### config.mk
export PLATFORM = sky130hd
export DESIGN_NAME = sram_ctrl
export DESIGN_NICKNAME = d
export VERILOG_FILES = /design/src/rtl/sram_pkg.sv /design/src/rtl/sram_ctrl.sv
export SDC_FILE = /design/constraint.sdc
export NUM_CORES = 1
export LEC_CHECK = 0
export CAP_MARGIN = 20
export CORE_MARGIN = 2
export CORE_UTILIZATION = 45
export DETAILED_ROUTE_END_ITERATION = 8
export PLACE_DENSITY_LB_ADDON = 0.15
export SETUP_SLACK_MARGIN = 0.15
export SLEW_MARGIN = 20
export SYNTH_ARGS = -nofsm -noshare
export SYNTH_HDL_FRONTEND = slang
export SYNTH_SLANG_ARGS = --single-unit
export TNS_END_PERCENT = 30
### constraint.sdc
create_clock -name clk -period 3.2 [get_ports clk]
set_input_delay 0.32 -clock clk [delete_from_list [all_inputs] [get_ports clk]]
set_output_delay 0.32 -clock clk [all_outputs]
set_load 0.1 [all_outputs]
### src/rtl/sram_pkg.sv
// Shared constants and state encoding for the 512Kx16 asynchronous SRAM initiator.
package sram_pkg;

    localparam int SRAM_ADDR_W  = 19;
    localparam int SRAM_DATA_W  = 16;
    localparam int SRAM_WR_WAIT = 2;
    localparam int SRAM_RD_WAIT = 2;
    localparam int SRAM_CNT_W   = 4;

    typedef enum logic [2:0] {
        IDLE,
        W_SETUP,
        W_PULSE,
        W_HOLD,
        R_WAIT
    } sram_state_t;

    // The wait counter runs down to zero, so an N-cycle phase loads N-1.
    function automatic logic [SRAM_CNT_W-1:0] wait_load(input int cycles);
        return SRAM_CNT_W'(cycles - 1);
    endfunction

endpackage

### src/rtl/sram_ctrl.sv
// Single-word read/write initiator that sequences address, write data and the
// write strobe for the SRAM pin driver with setup, pulse and hold timing.
module sram_ctrl
    import sram_pkg::*;
#(
    parameter int ADDR_W  = SRAM_ADDR_W,
    parameter int DATA_W  = SRAM_DATA_W,
    parameter int WR_WAIT = SRAM_WR_WAIT,
    parameter int RD_WAIT = SRAM_RD_WAIT
) (
    input  logic              clk,
    input  logic              rst_n,
    input  logic              req_valid,
    output logic              req_ready,
    input  logic              req_we,
    input  logic [ADDR_W-1:0] req_addr,
    input  logic [DATA_W-1:0] req_wdata,
    output logic              rsp_valid,
    output logic [DATA_W-1:0] rsp_rdata,
    output logic [ADDR_W-1:0] address,
    output logic [DATA_W-1:0] dataw,
    input  logic [DATA_W-1:0] datar,
    output logic              we
);

    localparam logic [SRAM_CNT_W-1:0] WR_LOAD = wait_load(WR_WAIT);
    localparam logic [SRAM_CNT_W-1:0] RD_LOAD = wait_load(RD_WAIT);
    localparam logic [SRAM_CNT_W-1:0] CNT_ONE = SRAM_CNT_W'(1);

    sram_state_t           state;
    logic [SRAM_CNT_W-1:0] cnt;

    assign req_ready = (state == IDLE);

    // Reset drops we asynchronously so the driver releases the data bus at once.
    always_ff @(posedge clk or negedge rst_n) begin
        if (!rst_n) begin
            state     <= IDLE;
            cnt       <= '0;
            address   <= '0;
            dataw     <= '0;
            we        <= 1'b0;
            rsp_valid <= 1'b0;
            rsp_rdata <= '0;
        end else begin
            rsp_valid <= 1'b0;
            case (state)
                IDLE: begin
                    if (req_valid) begin
                        address <= req_addr;
                        if (req_we) begin
                            dataw <= req_wdata;
                            state <= W_SETUP;
                        end else begin
                            cnt   <= RD_LOAD;
                            state <= R_WAIT;
                        end
                    end
                end
                W_SETUP: begin
                    we    <= 1'b1;
                    cnt   <= WR_LOAD;
                    state <= W_PULSE;
                end
                W_PULSE: begin
                    if (cnt == '0) begin
                        we    <= 1'b0;
                        state <= W_HOLD;
                    end else begin
                        cnt <= cnt - CNT_ONE;
                    end
                end
                W_HOLD: begin
                    state <= IDLE;
                end
                R_WAIT: begin
                    if (cnt == '0) begin
                        rsp_rdata <= datar;
                        rsp_valid <= 1'b1;
                        state     <= IDLE;
                    end else begin
                        cnt <= cnt - CNT_ONE;
                    end
                end
                default: begin
                    we    <= 1'b0;
                    state <= IDLE;
                end
            endcase
        end
    end

endmodule
==> results.md <==
- The count of input and output buffers is 108.
- From synthesis to final layout, the design area changed by 51.5%.
- The sequential element share of the synthesized area is 59.5%.
- The DRC violation count after routing is 0.
- The proportion of synthesized flip-flops having asynchronous set or reset is 100%.
- The critical path startpoint is we.
- The total number of placement rows is 27.
- The die is 78.9 um wide.
- The starting density of the core is between 40 and 50%.
- Walking the worst path, the cells encountered are clkdlybuf4s50_1.
- The total number of H-tree levels is 3.
- The number of hold buffers added after CTS was 0.
- The DRC violation total after the first TritonRoute iteration is 39.
- Wires add up to 5490 um.
- The required arrival time at the worst endpoint is 2.88 ns.
- The number of hold-slack violations in the final timing report came to 0.
- The register bit count reported by yosys is 60.
- The total overflow reported by the global router is 0.
- The first global-routing pass estimated 8970 um of wire.
- The maximum root-to-sink buffer count is 2.
- During synthesis, Yosys emitted a total of 0 warnings.
- The final layout contains 331 nets.
- The run finished with clean final reports.
- In this run the cell area of the synthesized design comes to 2520 um^2.
- The synthesized netlist contains 30 unique library cells.
- The clock root buffer is clkbuf_8.
- The launching point of the worst reg2reg path is state[0].
- For this design, the sink count on the clock tree is 60.
- Hold timing on the final database bottoms out at a slack of 0.151 ns.
- In this run, post-CTS repair resized a total of 0 instances.
- Cells with a size suffix above 1 make up 26.4% of the layout.
- Measured in cells, the most critical reg-to-reg path has a length of 3.
- In the synthesized netlist, the number of instances is 163.
- The final-report setup violation count is 0.
- The endpoint class of the critical path is an output pin.
- The number of nets handed over by synthesis was 219.
- The overall die height is 78.9 um.
- The cell type contributing the most total cell area after synthesis is dfrtp_1.
- Subtracting the final worst setup slack from the clock period gives 2.20 ns.
- Cells fill 69.9% of the core in the end.
- The critical path launch point type is a register.
- The upper clock frequency limit is approximately 460 MHz.
- Once detail routing completed, the nets flagged for antenna violations numbered 0.
- The kind of cell with the highest combined delay along the critical path is buffers and inverters.
- The count of vias placed by the detailed router is 1734.
- The most instantiated library cell after synthesis is dfrtp_1.
- The capture point of the worst reg-to-reg path is address[2].
- The final design area excluding fillers is 3820 um^2.
- The internal reg-to-reg setup slack is between 1 and 1.5 ns.
- The TritonCTS clock tree is done.
- The largest individual stage delay along the critical path comes from the cell clkdlybuf4s50_1.
- In this run the tightest slew margin relative to its limit is 33.5%.
- Setup repair after global routing left no endpoint under its margin.
- The pre-antenna-repair detailed-routing pass consisted of 4 iterations.
- The congestion estimate from routability-driven global placement came to 0.838.
- In the post-synthesis netlist, the biggest area contributors are dfrtp_1 59%, mux2_2 19%, mux2_4 5.4%.
- Data on the critical path arrives at its endpoint at 1.88 ns.
- 0 antenna diodes ended up in the layout.
- Together, buffers and inverters on the worst path number 1.
- The max-capacitance violation count is 0.
- In the synthesized netlist, the cells that appear most often are 60 x dfrtp_1, 42 x mux2_2, 9 x mux2_4.
- The clock-pin slew on the worst setup and hold paths is 0.07 ns.
- The number of setup buffers added after CTS is 0.
- The via count of the first global-routing pass is around 1800.
- Global routing used 19.0% of the available tracks.
- Entering global routing, the biggest net connects 46 pins.
- Dividing the detail-routed via count by the number of cells gives 4.93.
- The number of flops mapped to enable cells by yosys is 0.
- For the pin with the worst max-slew slack, the measured transition is 0.995 ns.
- In this run the worst path has a maximum fanout of 4.
- The flip-flop cell with the highest count after synthesis is dfrtp_1.
- The number of max-slew violations in the final report is 0.
- After floorplanning, the core was sized to cover 5470 um^2.
- Summed over all nets, the half-perimeter wirelength after detailed placement is 3810 um.
- For this design the top-level I/O count stands at 109.
- The ratio of final minimum period to clock period is 68.7%.
- The number of antenna violations at the first check in global routing is 0.
- Clock skew on the completed layout was measured at about 0.0099 ns.
- The final-layout setup total negative slack is 0 ns.
- The critical path in this run is classified as reg -> out.
- The number of buffers created by CTS is 9.
- The die area is 6220 um^2.
- After detailed placement, the total cell area comes to between 3000 and 4000 um^2.
- The largest single stage delay on the critical path is 1.15 ns.
- The post-synthesis average cell area is 15.5 um^2.
- The synthesized design devotes to its leading area cell type approximately 60% of total area.
- In this run the worst hold path is classified as in -> async.
- At the later pin of the worst-skew pair, clock insertion delay measures roughly 0.33 ns.
- After detailed routing, the average wire length per cell comes to 15.6 um.
registers in the layout, indices dropped and copies added, names as in the netlist:
register / flops
address: 19
state: 3
rsp_valid: 1
dataw: 16
rsp_rdata: 16
we: 1
cnt: 4
cells by family after synthesis:
| logic type | after synthesis | synth area share, % |
|---|---|---|
| AO/OA/AOI/OAI | 9 | 2.48 |
| XOR/XNOR | 2 | 0.992 |
| adder cells (fa/ha/maj) | 2 | 0.892 |
| buffers and inverters | 16 | 4.61 |
| flip-flops | 60 | 59.5 |
| multiplexers | 52 | 24.5 |
| AND/OR/NAND/NOR | 22 | 6.99 |
final cells by class:
cell class	instances	area, um^2
flip-flops and latches	60	1500
well taps	72	90.1
fillers	394	1650
multi-input cells	87	906
inverters	8	30.0
clock inverters	7	91.3
clock buffers	9	124
repair buffers	109	1080
layout by cell type (no fill, tap or decap), drive strengths merged, types with 2 or more instances in the layout:
cell | synthesis | layout
and3b | 2 | 2
nand4 | 3 | 3
or4b | 3 | 3
clkinv | 0 | 4
buf | 8 | 3
clkdlybuf4s50 | 0 | 106
dfrtp | 60 | 60
mux2 | 52 | 52
inv | 8 | 8
bufinv | 0 | 2
nor2b | 2 | 2
nor3 | 4 | 4
o211ai | 3 | 3
clkbuf | 0 | 9
nor2 | 3 | 3
a21oi | 2 | 2
layer usage:
layer	vias to the layer above	global-route usage, %	share of wire, %
met3	10	4.66	6.5
li1	801	-	-
met2	71	28.2	46
met4	0	8.79	1.9
met5	-	0	0
met1	852	26.5	45
through the flow:
step                setup WS [ns]  cells
floorplan                   0.896    163
CTS                         0.987    352
finish                       1.00    352
global route                0.960    352
detailed placement           1.10    336
global placement             1.12    336
how the worst max path moves through the flow:
stage	to	slack (ns)	depth (start not counted)
finish	we	1.00	1
global route	we	0.96	1
CTS	we	0.99	1
detailed placement	address[10]	1.10	3
global placement	address[0]	1.12	3
floorplan	dataw[0]	0.90	6
Power is not shown: default switching activity piles up to over one toggle a cycle in this logic, so the estimate is an artifact.
